`src/rtl/encounter_sequencer.sv`:
```
// encounter_sequencer: overworld-to-battle handoff sequencer.
// Captures a pseudo-random wild species and runs the flash transition and the intro hold.
// Then runs the FIGHT/RUN menu, hands off to the battle engine and enforces a cooldown
// before the next encounter is accepted. All timing is in frameClk cycles.
// Optional build macro ENCOUNTER_SHINY_EN adds a shiny flag rolled from the LFSR.
module encounter_sequencer #(
    parameter int          FLASH_FRAMES    = 60,
    parameter int          FLASH_PERIOD    = 8,
    parameter int          INTRO_FRAMES    = 30,
    parameter int          COOLDOWN_FRAMES = 120,
    parameter int          NUM_SPECIES     = 6,
    parameter logic [15:0] LFSR_SEED       = 16'hACE1
) (
    input  logic       frameClk,
    input  logic       Reset,
    input  logic       fight_on,
    input  logic [7:0] keycode,
    input  logic       battle_done,
    output logic       overworld_lock,
    output logic       flash_on,
    output logic       battle_active,
    output logic       menu_sel,
    output logic       fight_req,
    output logic       run_escape,
    output logic [2:0] species,
    output logic       shiny,
    output logic [7:0] encounter_count
);

    generate
        if (FLASH_FRAMES < 1 || FLASH_FRAMES > 255 ||
            FLASH_PERIOD < 1 || FLASH_PERIOD > 255 ||
            INTRO_FRAMES < 1 || INTRO_FRAMES > 255 ||
            COOLDOWN_FRAMES < 1 || COOLDOWN_FRAMES > 255 ||
            NUM_SPECIES < 1 || NUM_SPECIES > 8 ||
            LFSR_SEED == 16'h0000) begin : g_param_check
            $error("encounter_sequencer: parameter out of range");
        end
    endgenerate

    localparam logic [7:0] FLASH_LAST    = 8'(FLASH_FRAMES - 1);
    localparam logic [7:0] INTRO_LAST    = 8'(INTRO_FRAMES - 1);
    localparam logic [7:0] COOLDOWN_LAST = 8'(COOLDOWN_FRAMES - 1);
    localparam logic [7:0] FLASH_PER_W   = 8'(FLASH_PERIOD);
    localparam logic [7:0] NUM_SPECIES_W = 8'(NUM_SPECIES);

    localparam logic [7:0] KEY_ENTER = 8'h28;
    localparam logic [7:0] KEY_W     = 8'h1A;
    localparam logic [7:0] KEY_S     = 8'h16;

    typedef enum logic [2:0] {
        S_IDLE,
        S_TRANSITION,
        S_INTRO,
        S_MENU,
        S_BATTLE,
        S_COOLDOWN
    } state_t;

    state_t      state_q, state_d;
    logic [15:0] lfsr_q, lfsr_d;
    logic        fight_on_q, fight_on_d;
    logic [7:0]  keycode_q, keycode_d;
    logic [7:0]  frame_cnt_q, frame_cnt_d;
    logic        flash_on_q, flash_on_d;
    logic        menu_sel_q, menu_sel_d;
    logic        fight_req_q, fight_req_d;
    logic        run_escape_q, run_escape_d;
    logic [2:0]  species_q, species_d;
    logic [7:0]  encounter_count_q, encounter_count_d;

    logic        fight_rise;
    logic        enter_rise;
    logic        accept;
    logic [7:0]  cnt_inc;
    logic [2:0]  species_new;

    assign fight_rise  = fight_on & ~fight_on_q;
    assign enter_rise  = (keycode == KEY_ENTER) & (keycode_q != KEY_ENTER);
    assign accept      = (state_q == S_IDLE) & fight_rise;
    assign cnt_inc     = frame_cnt_q + 8'd1;
    // Species is taken from the pre-advance LFSR value in the accepting cycle.
    assign species_new = 3'(lfsr_q[7:0] % NUM_SPECIES_W);

    // Free-running LFSR and the input history used for edge detection
    always_comb begin
        lfsr_d     = {lfsr_q[14:0], lfsr_q[15] ^ lfsr_q[13] ^ lfsr_q[12] ^ lfsr_q[10]};
        fight_on_d = fight_on;
        keycode_d  = keycode;
    end

    // Next-state and registered-output logic of the encounter sequence
    always_comb begin
        state_d           = state_q;
        frame_cnt_d       = frame_cnt_q;
        flash_on_d        = flash_on_q;
        menu_sel_d        = menu_sel_q;
        fight_req_d       = 1'b0;
        run_escape_d      = 1'b0;
        species_d         = species_q;
        encounter_count_d = encounter_count_q;

        case (state_q)
            S_IDLE: begin
                if (accept) begin
                    species_d   = species_new;
                    if (encounter_count_q != 8'hFF) begin
                        encounter_count_d = encounter_count_q + 8'd1;
                    end
                    frame_cnt_d = 8'd0;
                    flash_on_d  = 1'b1;
                    state_d     = S_TRANSITION;
                end
            end
            S_TRANSITION: begin
                if (frame_cnt_q == FLASH_LAST) begin
                    flash_on_d  = 1'b0;
                    frame_cnt_d = 8'd0;
                    state_d     = S_INTRO;
                end else begin
                    frame_cnt_d = cnt_inc;
                    if ((cnt_inc % FLASH_PER_W) == 8'd0) begin
                        flash_on_d = ~flash_on_q;
                    end
                end
            end
            S_INTRO: begin
                if (frame_cnt_q == INTRO_LAST) begin
                    frame_cnt_d = 8'd0;
                    menu_sel_d  = 1'b0;
                    state_d     = S_MENU;
                end else begin
                    frame_cnt_d = cnt_inc;
                end
            end
            S_MENU: begin
                // Confirm acts on the cursor as it stood before this cycle.
                if (enter_rise) begin
                    frame_cnt_d = 8'd0;
                    if (!menu_sel_q) begin
                        fight_req_d = 1'b1;
                        state_d     = S_BATTLE;
                    end else begin
                        run_escape_d = 1'b1;
                        state_d      = S_COOLDOWN;
                    end
                end else if (keycode == KEY_W) begin
                    menu_sel_d = 1'b0;
                end else if (keycode == KEY_S) begin
                    menu_sel_d = 1'b1;
                end
            end
            S_BATTLE: begin
                if (battle_done) begin
                    frame_cnt_d = 8'd0;
                    state_d     = S_COOLDOWN;
                end
            end
            S_COOLDOWN: begin
                if (frame_cnt_q == COOLDOWN_LAST) begin
                    frame_cnt_d = 8'd0;
                    state_d     = S_IDLE;
                end else begin
                    frame_cnt_d = cnt_inc;
                end
            end
            default: begin
                frame_cnt_d = 8'd0;
                state_d     = S_IDLE;
            end
        endcase
    end

    // State and datapath registers with asynchronous active-low reset
    always_ff @(posedge frameClk or negedge Reset) begin
        if (!Reset) begin
            state_q           <= S_IDLE;
            lfsr_q            <= LFSR_SEED;
            fight_on_q        <= 1'b0;
            keycode_q         <= 8'h00;
            frame_cnt_q       <= 8'd0;
            flash_on_q        <= 1'b0;
            menu_sel_q        <= 1'b0;
            fight_req_q       <= 1'b0;
            run_escape_q      <= 1'b0;
            species_q         <= 3'd0;
            encounter_count_q <= 8'd0;
        end else begin
            state_q           <= state_d;
            lfsr_q            <= lfsr_d;
            fight_on_q        <= fight_on_d;
            keycode_q         <= keycode_d;
            frame_cnt_q       <= frame_cnt_d;
            flash_on_q        <= flash_on_d;
            menu_sel_q        <= menu_sel_d;
            fight_req_q       <= fight_req_d;
            run_escape_q      <= run_escape_d;
            species_q         <= species_d;
            encounter_count_q <= encounter_count_d;
        end
    end

`ifdef ENCOUNTER_SHINY_EN
    logic shiny_q, shiny_d;

    // Roll the shiny flag in the same cycle the species is captured
    always_comb begin
        shiny_d = shiny_q;
        if (accept) begin
            shiny_d = (lfsr_q[11:8] == 4'h0);
        end
    end

    // Shiny flag register
    always_ff @(posedge frameClk or negedge Reset) begin
        if (!Reset) begin
            shiny_q <= 1'b0;
        end else begin
            shiny_q <= shiny_d;
        end
    end

    assign shiny = shiny_q;
`else
    assign shiny = 1'b0;
`endif

    // State-decoded outputs fall with the state register on an asynchronous reset.
    assign overworld_lock  = (state_q != S_IDLE);
    assign battle_active   = (state_q == S_INTRO) || (state_q == S_MENU) || (state_q == S_BATTLE);
    assign flash_on        = flash_on_q;
    assign menu_sel        = menu_sel_q;
    assign fight_req       = fight_req_q;
    assign run_escape      = run_escape_q;
    assign species         = species_q;
    assign encounter_count = encounter_count_q;

endmodule

```
`config.mk`:
```
export PLATFORM = sky130hd
export DESIGN_NAME = encounter_sequencer
export DESIGN_NICKNAME = d
export VERILOG_FILES = /design/src/rtl/encounter_sequencer.sv
export SDC_FILE = /design/constraint.sdc
export NUM_CORES = 1
export LEC_CHECK = 0
export BUFFER_PORTS_ARGS = -buffer_cell sky130_fd_sc_hd__buf_2
export CAP_MARGIN = 20
export CORE_MARGIN = 4
export CORE_UTILIZATION = 50
export DETAILED_ROUTE_END_ITERATION = 6
export PLACE_DENSITY = 0.8
export SLEW_MARGIN = 20
export SYNTH_ARGS = -nofsm -noshare
export SYNTH_HDL_FRONTEND = slang
export SYNTH_SLANG_ARGS = --single-unit
```
`constraint.sdc`:
```
create_clock -name frameClk -period 3 [get_ports frameClk]
set_clock_uncertainty 0.05 [all_clocks]
set_input_delay 0.15 -clock frameClk [delete_from_list [all_inputs] [get_ports frameClk]]
set_output_delay 0.15 -clock frameClk [all_outputs]
set_load 0.005 [all_outputs]
```
==> results by group <==
Clocking
  – H-Tree Depth: 2
  – Clock latency on the worst-skew pair: 0.29 ns
  – CTS Buf Count: 5
  – CTS tree: yes
  – Num Clock Sinks: 51
  – CTS max path bufs: 2
  – CTS clk-pin slew, worst paths: 0.08 ns
  – Clock root cell: clkbuf_8

Critical path
  – Crit path max fanout: 6
  – Critical path buffers and inverters: 0
  – Crit-path max cell delay: 0.55 ns
  – Delay-heaviest family, CP: simple AND/OR/NAND/NOR gates
  – Critical path required time: about 3.1 ns
  – Worst path depth: 7
  – WS Path Type: reg2reg
  – Critical R2R Launch: frame_cnt_q[0]
  – CP startpoint: frame_cnt_q[0]
  – CP Capture Type: register
  – Worst-path cell with the longest stage delay: or4_2
  – Startpoint types: register
  – WP data arrival: 2.43 ns
  – Critical path, cell by cell: ha_1 > nand2_1 > or4_2 > nor2_1 > or2_1 > nand2_4 > mux2_4
  – R2r worst-path depth: 7

Power
  – Peak supply drop: 550 uV
  – Gate power share: 0.314
  – Clock network fraction of total power: 0.191
  – Reg power frac: 0.494
  – NetSw: around 0.66 mW
  – Total power: 1.88 mW
  – Switch share: 0.349
  – Total power per unit cell area: 683 nW/um^2
  – P_leak: 1.22 nW
  – Power Internal: 1.22 mW

Logic synthesis
  – Area share of the largest cell type after synthesis: 0.444
  – Synthesized flop and latch total: 51
  – Sequential element share of the synthesized area: 0.531
  – Synth warnings: 0
  – Syn nets: 239
  – EDFF count, synth: 0
  – Largest cells by area after synthesis: dfrtp_1, dfstp_2, nand2_1
  – Cell taking the most area after synthesis: dfrtp_1
  – Post-Synthesis Cells: 223
  – Asr flop ratio synth: 1.00
  – Synth top cells by count: dfrtp_1, nand2_1, nor2_1, o21ai_0, a21oi_1
  – Count leader, synth: dfrtp_1
  – Post-Syn Area per Cell: 10.9 um^2
  – Netlist cell types: 56
  – Top_reg_cell synth: dfrtp_1
  – Synthesized cell area: between 2000 and 2500 um^2

Timing
  – Final Max Slew Viols: 0
  – Rel. slew slack: 0.570
  – Final period demand of the worst path: 2.30 ns
  – Setup TNS: 0 ns
  – Final Hold Fails: 0
  – Final worst path period share: 0.767
  – Max Clock Freq: ~0.43 GHz
  – Worst Max-Slew Pin Slew: approximately 0.65 ns
  – Setup violators final: 0
  – RSZ-0062 raised after global routing: no

Status
  – Outcome: finished, final reports clean

Detailed routing
  – DRT Pass-1 Iters: 4
  – Initial DRC count: 65
  – Via count: 1792
  – Routed WL per cell: 13.9 um
  – DRC viols: 0
  – Vias per cell: 5.69
  – Post-route ant nets: 0
  – Drt total wl: 4390 um

Floorplan
  – Core Box Area: 4690 um^2
  – IO Pins: 30
  – DIE WIDTH: 77.6 um
  – Die height: 77.6 um
  – Die area: 6020 um^2
  – Core Rows: 25
  – Starting Density: 0.516

Global routing
  – Global-route wire length before repair: 7450 um
  – Vias in the first global route: between 1500 and 2000
  – Pin count of the biggest net entering global routing: 30
  – Total track usage: 0.155
  – GRT Residual Overflow: 0
  – Initial antenna violation count: 0

Place
  – Global placement routability congestion: 0.830
  – Buffers on Ports: 28
  – Dpl cell area: 2570 um^2
  – HPWL Detailed: 3120 um
  – Placed Instances: slightly below 300

Layout
  – Area delta synth->final: 13.7%
  – Nets: 276
  – Final Cell Area: between 2000 and 3000 um^2
  – Final Non-Filler Cells: 315
  – Layout cells sized above 1: 0.222
  – Fill cells: between 300 and 400
  – Inserted Diodes: 0

Min path
  – Hold WC Path Type: reg2reg
  – Beginning of the worst hold path: lfsr_q[14]
  – Hold path depth: 0

Job
  – MaxCap Viol Count: 0
-- area by class of cell --
cell class | instances | area (um^2) | area share
Tap cell | 54 | 67.6 | 0.0245
Multi-Input combinational cell | 157 | 1050 | 0.381
Sequential cell | 51 | 1290 | 0.467
Inverter | 6 | 22.5 | 0.00818
Timing Repair Buffer | 39 | 248 | 0.0900
Clock buffer | 8 | 80.1 | 0.0291
-- metal layers --
metal,wire (um),track usage,up-vias,part of all wire
met4,75,0.0641,0,0.017
met1,1970,0.196,860,0.45
met2,2140,0.255,51,0.49
met5,0,0,-,0
li1,-,-,874,-
met3,214,0.0383,7,0.049
-- per-stage QoR --
stage | hold slack, ns | setup WS, ns | util
after detailed placement | 0.159 | 0.727 | 0.549
after CTS | 0.310 | 0.716 | 0.587
after global routing | 0.325 | 0.569 | 0.587
after global placement | 0.163 | 0.803 | 0.549
after floorplan | -0.196 | 0.933 | -
final | 0.306 | 0.699 | 0.587
-- cell usage in the layout (no fill, tap or decap), types with 2 or more instances in the layout --
cell,instances
a211o_1,3
a21oi_1,9
a22oi_1,4
a31oi_1,6
and3_1,4
buf_2,28
clkbuf_1,3
clkbuf_8,5
dfrtp_1,43
dfstp_2,8
dlygate4sd3_1,10
ha_1,4
inv_1,6
mux2_2,2
mux2i_1,3
nand2_1,19
nand2b_1,5
nand3_1,4
nand3b_1,3
nand4_1,4
nand4b_1,3
nor2_1,16
nor3_1,8
nor4b_1,2
o21ai_0,12
o22ai_1,3
or3b_2,2
or4bb_1,2
xnor2_1,7
xor2_1,7
-- power groups by stage --
stage	Combinational, mW	Sequential (mW)	Clock (mW)
finish	0.591	0.930	0.360
global route	0.664	0.948	0.406
CTS	0.596	0.927	0.377
detailed placement	0.585	0.940	0
global placement	0.568	0.936	0
floorplan	0.493	0.888	0
-- worst register-to-register path: stages, from the launching register on --
cell	delay, ns
dfrtp_1	0.44
ha_1	0.24
nand2_1	0.07
or4_2	0.55
nor2_1	0.17
or2_1	0.29
nand2_4	0.08
mux2_4	0.31
-- registers in the layout, indices dropped and copies added, names as in the netlist, 3 cells and up --
register / flops
encounter_count: 8
keycode_q: 8
lfsr_q: 16
frame_cnt_q: 8
state_q: 3
species: 3
-- logic make-up (layout without fill, tap and decap cells) --
group / Yosys count / count (layout) / synth area share
AO/OA/AOI/OAI: 48 / 48 / 0.135
XOR/XNOR: 14 / 14 / 0.0506
adder cells (fa/ha/maj): 4 / 4 / 0.0207
buffers and inverters: 15 / 53 / 0.0351
flip-flops: 51 / 51 / 0.531
multiplexers: 6 / 6 / 0.0279
other: 1 / 1 / 0.00155
AND/OR/NAND/NOR: 84 / 84 / 0.198
-- repair_timing --
item,4_1_cts,5_1_grt
setup buffers,0,0
hold endpoints to repair,35,0
hold buffers,10,0
resized for setup,0,0
-- final timing paths --
kind                                 endpoint  slack, ns
max                                state_q[0]       0.70
min                                lfsr_q[15]       0.31
max reg2reg                        state_q[0]       0.70
min reg2reg                        lfsr_q[15]       0.31
max in group asynchronous           lfsr_q[0]       1.75
min in group asynchronous  encounter_count[6]       0.36
(Power assumes the default switching activity.)
